### src/rtl/hazard_pkg.sv
// Shared types and constants for the pipeline hazard controller and its fetch sequencer.
package hazard_pkg;

    typedef enum logic [1:0] {
        IDLE    = 2'd0,
        REQ     = 2'd1,
        DISCARD = 2'd2
    } fetch_state_t;

    localparam logic [1:0] FWD_RF  = 2'b00;
    localparam logic [1:0] FWD_WB  = 2'b01;
    localparam logic [1:0] FWD_MEM = 2'b10;

endpackage

### src/rtl/hazard_ctrl_if.sv
// Instruction-fetch and data-memory handshake between the hazard controller and the memories.
interface hazard_ctrl_if;

    logic ImemReq;
    logic ImemAccept;
    logic ImemReady;
    logic DmemReq;
    logic DmemReady;

    modport master (
        output ImemReq,
        output ImemAccept,
        input  ImemReady,
        input  DmemReq,
        input  DmemReady
    );

    modport slave (
        input  ImemReq,
        input  ImemAccept,
        output ImemReady,
        output DmemReq,
        output DmemReady
    );

endinterface

### src/rtl/fetch_seq.sv
// Fetch sequencer: tracks whether the outstanding instruction word is wanted or must be discarded.
module fetch_seq
    import hazard_pkg::*;
(
    input  logic clock,
    input  logic reset,
    input  logic ImemReady,
    input  logic PCSrcE,
    input  logic mem_stall,
    input  logic lw_stall,
    output logic imem_req,
    output logic imem_accept,
    output logic fetch_wait
);

    fetch_state_t state_reg;
    fetch_state_t state_next;

    always_ff @(posedge clock or negedge reset) begin
        if (!reset) begin
            state_reg <= IDLE;
        end else begin
            state_reg <= state_next;
        end
    end

    always_comb begin
        state_next = state_reg;
        unique case (state_reg)
            IDLE: state_next = REQ;
            // A redirect while the old word is still in flight means that word must be thrown away.
            REQ: begin
                if (!ImemReady && PCSrcE && !mem_stall) begin
                    state_next = DISCARD;
                end
            end
            DISCARD: begin
                if (ImemReady) begin
                    state_next = REQ;
                end
            end
            default: state_next = IDLE;
        endcase
    end

    assign imem_req    = (state_reg != IDLE);
    assign fetch_wait  = (state_reg != REQ) || !ImemReady;
    assign imem_accept = ImemReady &&
                         ((state_reg == DISCARD) ||
                          ((state_reg == REQ) && !mem_stall && !lw_stall));

endmodule

### src/rtl/hazard_ctrl.sv
// Five-stage pipeline hazard controller: forwarding, stalls, flushes and fetch sequencing.
// Optional performance counters are built when HAZARD_CTRL_PERF_EN is defined.
module hazard_ctrl
    import hazard_pkg::*;
#(
    parameter int REG_W = 5,
    parameter int CNT_W = 32
) (
    input  logic             clock,
    input  logic             reset,
    input  logic [REG_W-1:0] Rs1D,
    input  logic [REG_W-1:0] Rs2D,
    input  logic [REG_W-1:0] Rs1E,
    input  logic [REG_W-1:0] Rs2E,
    input  logic [REG_W-1:0] RdE,
    input  logic [REG_W-1:0] RdM,
    input  logic [REG_W-1:0] RdW,
    input  logic             RegWriteM,
    input  logic             RegWriteW,
    input  logic             ResultSrcE0,
    input  logic             PCSrcE,
    hazard_ctrl_if.master    bus,
    output logic             StallF,
    output logic             StallD,
    output logic             StallE,
    output logic             StallM,
    output logic             FlushD,
    output logic             FlushE,
    output logic             FlushW,
    output logic [1:0]       ForwardAE,
    output logic [1:0]       ForwardBE,
    output logic [CNT_W-1:0] StallCycles,
    output logic [CNT_W-1:0] RedirectCount
);

    logic             mem_stall;
    logic             lw_stall;
    logic             fetch_wait;
    logic             imem_req;
    logic             imem_accept;
    logic [REG_W-1:0] rs_e [2];
    logic [1:0]       fwd  [2];

    assign mem_stall = bus.DmemReq && !bus.DmemReady;
    assign lw_stall  = ResultSrcE0 && (RdE != '0) && ((RdE == Rs1D) || (RdE == Rs2D));

    assign rs_e[0] = Rs1E;
    assign rs_e[1] = Rs2E;

    // The M-stage result is younger than the W-stage one, so it wins.
    genvar gi;
    generate
        for (gi = 0; gi < 2; gi++) begin : g_fwd
            assign fwd[gi] = (RegWriteM && (RdM != '0) && (RdM == rs_e[gi])) ? FWD_MEM :
                             (RegWriteW && (RdW != '0) && (RdW == rs_e[gi])) ? FWD_WB  :
                                                                               FWD_RF;
        end
    endgenerate

    fetch_seq u_fetch_seq (
        .clock       (clock),
        .reset       (reset),
        .ImemReady   (bus.ImemReady),
        .PCSrcE      (PCSrcE),
        .mem_stall   (mem_stall),
        .lw_stall    (lw_stall),
        .imem_req    (imem_req),
        .imem_accept (imem_accept),
        .fetch_wait  (fetch_wait)
    );

    assign bus.ImemReq    = imem_req;
    assign bus.ImemAccept = imem_accept;

    // While reset is held the pipeline is kept full of bubbles with fetch frozen.
    always_comb begin
        StallF    = 1'b1;
        StallD    = 1'b0;
        StallE    = 1'b0;
        StallM    = 1'b0;
        FlushD    = 1'b1;
        FlushE    = 1'b1;
        FlushW    = 1'b1;
        ForwardAE = FWD_RF;
        ForwardBE = FWD_RF;
        if (reset) begin
            StallM    = mem_stall;
            StallE    = mem_stall;
            StallD    = mem_stall || lw_stall;
            StallF    = mem_stall || lw_stall || (fetch_wait && !PCSrcE);
            FlushW    = mem_stall;
            FlushE    = (lw_stall || PCSrcE) && !mem_stall;
            FlushD    = !mem_stall && (PCSrcE || (fetch_wait && !lw_stall));
            ForwardAE = fwd[0];
            ForwardBE = fwd[1];
        end
    end

`ifdef HAZARD_CTRL_PERF_EN
    localparam logic [CNT_W-1:0] CNT_ONE = {{(CNT_W-1){1'b0}}, 1'b1};

    logic [CNT_W-1:0] stall_cnt_reg;
    logic [CNT_W-1:0] redirect_cnt_reg;

    always_ff @(posedge clock or negedge reset) begin
        if (!reset) begin
            stall_cnt_reg    <= '0;
            redirect_cnt_reg <= '0;
        end else begin
            if (StallF && (stall_cnt_reg != '1)) begin
                stall_cnt_reg <= stall_cnt_reg + CNT_ONE;
            end
            if (PCSrcE && !mem_stall && (redirect_cnt_reg != '1)) begin
                redirect_cnt_reg <= redirect_cnt_reg + CNT_ONE;
            end
        end
    end

    assign StallCycles   = stall_cnt_reg;
    assign RedirectCount = redirect_cnt_reg;
`else
    assign StallCycles   = '0;
    assign RedirectCount = '0;
`endif

endmodule

### src/flat_wrapper.sv
// flat-port wrapper written by rule: the top's interface ports become plain ports
module hazard_ctrl_flat import hazard_pkg::*;
#(
    parameter int REG_W = 5,
    parameter int CNT_W = 32
)
  (clock, reset, Rs1D, Rs2D, Rs1E, Rs2E, RdE, RdM, RdW, RegWriteM, RegWriteW, ResultSrcE0, PCSrcE, StallF, StallD, StallE, StallM, FlushD, FlushE, FlushW, ForwardAE, ForwardBE, StallCycles, RedirectCount, bus_ImemReq, bus_ImemAccept, bus_ImemReady, bus_DmemReq, bus_DmemReady);
  hazard_ctrl_if bus_i ();
  input  logic clock;
  input  logic reset;
  input  logic [REG_W-1:0] Rs1D;
  input  logic [REG_W-1:0] Rs2D;
  input  logic [REG_W-1:0] Rs1E;
  input  logic [REG_W-1:0] Rs2E;
  input  logic [REG_W-1:0] RdE;
  input  logic [REG_W-1:0] RdM;
  input  logic [REG_W-1:0] RdW;
  input  logic RegWriteM;
  input  logic RegWriteW;
  input  logic ResultSrcE0;
  input  logic PCSrcE;
  output logic StallF;
  output logic StallD;
  output logic StallE;
  output logic StallM;
  output logic FlushD;
  output logic FlushE;
  output logic FlushW;
  output logic [1:0] ForwardAE;
  output logic [1:0] ForwardBE;
  output logic [CNT_W-1:0] StallCycles;
  output logic [CNT_W-1:0] RedirectCount;
  output wire logic [$bits(bus_i.ImemReq)-1:0] bus_ImemReq;
  output wire logic [$bits(bus_i.ImemAccept)-1:0] bus_ImemAccept;
  input wire logic [$bits(bus_i.ImemReady)-1:0] bus_ImemReady;
  input wire logic [$bits(bus_i.DmemReq)-1:0] bus_DmemReq;
  input wire logic [$bits(bus_i.DmemReady)-1:0] bus_DmemReady;
  assign bus_ImemReq = bus_i.ImemReq;
  assign bus_ImemAccept = bus_i.ImemAccept;
  assign bus_i.ImemReady = bus_ImemReady;
  assign bus_i.DmemReq = bus_DmemReq;
  assign bus_i.DmemReady = bus_DmemReady;
  hazard_ctrl #(.REG_W(REG_W), .CNT_W(CNT_W)) u_core (.clock(clock), .reset(reset), .Rs1D(Rs1D), .Rs2D(Rs2D), .Rs1E(Rs1E), .Rs2E(Rs2E), .RdE(RdE), .RdM(RdM), .RdW(RdW), .RegWriteM(RegWriteM), .RegWriteW(RegWriteW), .ResultSrcE0(ResultSrcE0), .PCSrcE(PCSrcE), .bus(bus_i), .StallF(StallF), .StallD(StallD), .StallE(StallE), .StallM(StallM), .FlushD(FlushD), .FlushE(FlushE), .FlushW(FlushW), .ForwardAE(ForwardAE), .ForwardBE(ForwardBE), .StallCycles(StallCycles), .RedirectCount(RedirectCount));
endmodule
### config.mk
export PLATFORM = sky130hd
export DESIGN_NAME = hazard_ctrl_flat
export DESIGN_NICKNAME = d
export VERILOG_FILES = /design/src/rtl/hazard_pkg.sv /design/src/rtl/hazard_ctrl_if.sv /design/src/rtl/fetch_seq.sv /design/src/rtl/hazard_ctrl.sv /design/src/flat_wrapper.sv
export SDC_FILE = /design/constraint.sdc
export NUM_CORES = 1
export LEC_CHECK = 0
export CORE_MARGIN = 4
export CORE_UTILIZATION = 26
export DETAILED_ROUTE_END_ITERATION = 16
export PLACE_DENSITY = 0.79
export SLEW_MARGIN = 20
export SYNTH_ARGS = -nofsm -noshare
export SYNTH_HDL_FRONTEND = slang
export SYNTH_SLANG_ARGS = --single-unit
export TNS_END_PERCENT = 5
### constraint.sdc
create_clock -name clock -period 1.7 [get_ports clock]
set_input_delay 0.425 -clock clock [delete_from_list [all_inputs] [get_ports clock]]
set_output_delay 0.425 -clock clock [all_outputs]
set_load 0.02 [all_outputs]
==> run_results.csv <==
group,metric,value,unit
global_route,grt_max_degree,9,
place,dp.cells,273,
power,p_switching,0.347,mW
clock_tree,cts.path.max_buffers,2,
sta,drv_slew,0,
power,switching_share,45.5,%
logic_synthesis,yosysWarnings,0,
critical_path,arrival,1.75,ns
routing,wirelength,3390,um
logic_synthesis,async_reset_ff_share,100,%
critical_path,cp-startpoint,"Rs1E[2]",
place,gp_congestion,0.816,
clock_tree,numCtsBuffers,3,
logic_synthesis,synth-simple-area-share,16.8,%
routing,first_pass_iters,4,
finish,fin_cells,280,
finish,layout-drive-gt1-share,35.7,%
floorplan,io_pins,121,
routing,wl_per_cell,12.1,um
critical_path,critPathMaxFanout,2,
global_route,grt_antenna_before_repair,0,
sta,min_period,2.18,ns
routing,ant_nets,0,
power,total_power,0.763,mW
floorplan,rows,23,
run,maxCapViolCount,0,
critical_path,r2r_cells,4,
global_route,grt_pass1_vias,1036,
clock_tree,numClockSinks,2,
sta,fin_ws,-0.480,ns
logic_synthesis,synthAdderAreaFrac,0,%
clock_tree,cts_tree,"yes",
floorplan,core_area,4060,sq um
finish,area_delta_synth_final,58.4,%
global_route,grt_first_pass_wirelength,4690,um
power,powerDensity,434,nW/um^2
power,p_comb_share,67.5,%
place,dp_hpwl,2890,um
critical_path,r2r-start,"u_core.u_fetch_seq.state_reg[1]",
power,p_seq_share,7.4,%
sta,setup_viol,12,
logic_synthesis,synth.avg_cell_area,7.55,sq um
routing,via_per_inst,3.85,
logic_synthesis,ys_types,28,
logic_synthesis,ys_seq_elements,2,
routing,remaining_drc_errors,0,
routing,num_vias,1079,
floorplan,die_h,73.3,um
power,vdd_drop_max,151,uV
clock_tree,clock-root-buffer,"clkbuf_8",
clock_tree,clk_pin_slew,0.03,ns
sta,finalClockSkew,0.00445,ns
global_route,gr-total-overflow,0,
logic_synthesis,synth_compound_gate_area_share,9.70,%
floorplan,start_util,27.4,%
floorplan,fp.dieW,73.3,um
logic_synthesis,postSynthCellCount,147,
power,p_leak,0.926,nW
logic_synthesis,synth_edf_count,0,
finish,final_nets,276,
logic_synthesis,synth.mux.area_fraction,0,%
critical_path,criticalPathCategory,"primary input to output port",
power,pwr-share-clk,25.1,%
outcome,violations,"negative setup slack",
critical_path,cp.required,1.27,ns
finish,diodes,0,
finish,largest_reg_flops,2,
critical_path,reg2reg_to,"u_core.u_fetch_seq.state_reg[1]",
critical_path,crit_path_end_kind,"output port",
sta,period_share,128,%
logic_synthesis,synth_top_family_by_area,"buffers and inverters",
outcome,outcome,"finished with violations",
sta,rsz0062_at_grt,"yes",
clock_tree,htreeDepth,1,
logic_synthesis,synthFlopType,"dfrtp_1",
sta,hold_viol_final,0,
logic_synthesis,synthXorXnorAreaFrac,23.7,%
logic_synthesis,syn-cell-area,1110,sq um
worst_hold_path,hp-class,"primary input to asynchronous set/reset pin",
power,p_int,0.416,mW
floorplan,dieArea,5380,sq um
finish,final_util,43.3,%
global_route,grt_use_total,11.3,%
clock_tree,clk_latency,0.21,ns
routing,drt_iter0_markers,27,
logic_synthesis,yosysSeqAreaShare,4.51,%
place,place.port_buffers,56,
critical_path,r2r_slack,0.70,ns
critical_path,critPathLaunchType,"primary input",
sta,clock.fmax,459,MHz
metal layers:
layer	track usage, %	wire [um]	up-vias
met2	23.3	2100	54
li1	-	-	529
met4	3.02	34	0
met1	10.8	964	492
met3	2.87	291	4
met5	0	0	-
worst max-delay path: stages:
cell             delay [ns]
clkdlybuf4s15_1        0.21
xor2_1                 0.16
or4_4                  0.50
nor4_4                 0.28
buf_4                  0.18
kinds of logic (layout without fill, tap and decap cells):
kind of cell	count (synthesis)	in the layout
flops	2	2
buf+inv	68	88
simple gates	31	31
xor+xnor	30	30
compound gates	15	15
other cells	1	64
per-stage QoR:
stage / cell area [sq um] / worst slack, ns / TNS, ns / hold WS, ns
after CTS: 1740 / -0.584 / -5.01 / 0.289
final: 1760 / -0.480 / -3.83 / 0.146
after global placement: 1680 / -1.30 / -12.70 / 0.542
after global routing: 1760 / -0.529 / -4.47 / 0.137
after detailed placement: 1680 / -1.35 / -12.88 / 0.551
after floorplan: 1380 / -0.240 / -1.62 / 0.129
placed cells by master, fill, tap and decap left out, drive strengths merged, types with 2 or more instances in the layout:
cell type,synthesis,final
clkbuf,0,17
xor2,14,14
dfrtp,2,2
dlygate4sd2,0,3
nor4,4,4
clkdlybuf4s15,0,2
nand3,6,6
clkdlybuf4s50,0,7
and2,2,2
or4,5,5
a21oi,3,3
inv,3,3
nand2b,3,3
dlymetal6s2s,0,9
buf,65,47
o31ai,2,2
nand2,6,6
o21ai,3,3
nor2b,2,2
conb,1,64
xnor2,16,16
Yosys cell counts, drive strengths merged, types with 2 or more instances:
cell    number  area, sq um
nor4         4         37.5
o31ai        2         15.0
and2         2         12.5
nand2b       3         18.8
xnor2       16          140
nor2b        2         12.5
nand2        6         22.5
o21ai        3         22.5
nand3        6         30.0
a21oi        3         15.0
or4          5         37.5
dfrtp        2         50.1
inv          3         11.3
xor2        14          123
buf         65          488
area by class of cell:
type,count,area [sq um]
Clock buffer,3,41.3
Fill cell,404,2300
Tap cell,50,62.6
Sequential cell,2,50.0
Multi-Input combinational cell,140,902
Inverter,3,11.3
Timing Repair Buffer,82,691
power groups by stage:
stage | logic, mW | clock network, mW | registers [mW]
4_1_cts | 0.502 | 0.198 | 0.0566
5_1_grt | 0.550 | 0.203 | 0.0572
6_report | 0.515 | 0.191 | 0.0565
3_3_place_gp | 0.501 | 0 | 0.0564
2_1_floorplan | 0.385 | 0 | 0.0581
3_5_place_dp | 0.508 | 0 | 0.0567
worst max-delay path by stage:
stage / to / slack [ns] / depth (start not counted)
3_3_place_gp: ForwardAE[1] / -1.30 / 6
4_1_cts: ForwardBE[0] / -0.58 / 7
2_1_floorplan: ForwardAE[0] / -0.24 / 3
5_1_grt: ForwardAE[0] / -0.53 / 7
6_report: ForwardAE[0] / -0.48 / 5
3_5_place_dp: ForwardAE[1] / -1.35 / 6
timing repair:
| action | in CTS | in global routing |
|---|---|---|
| hold buffers | 0 | 0 |
| hold endpoints to repair | 0 | 0 |
| setup endpoints to repair | 13 | 13 |
| pin swaps | 18 | 29 |
| setup buffers | 3 | 1 |
| gates resized for setup | 116 | 67 |
No activity file was read; power rests on OpenSTA's default activity.
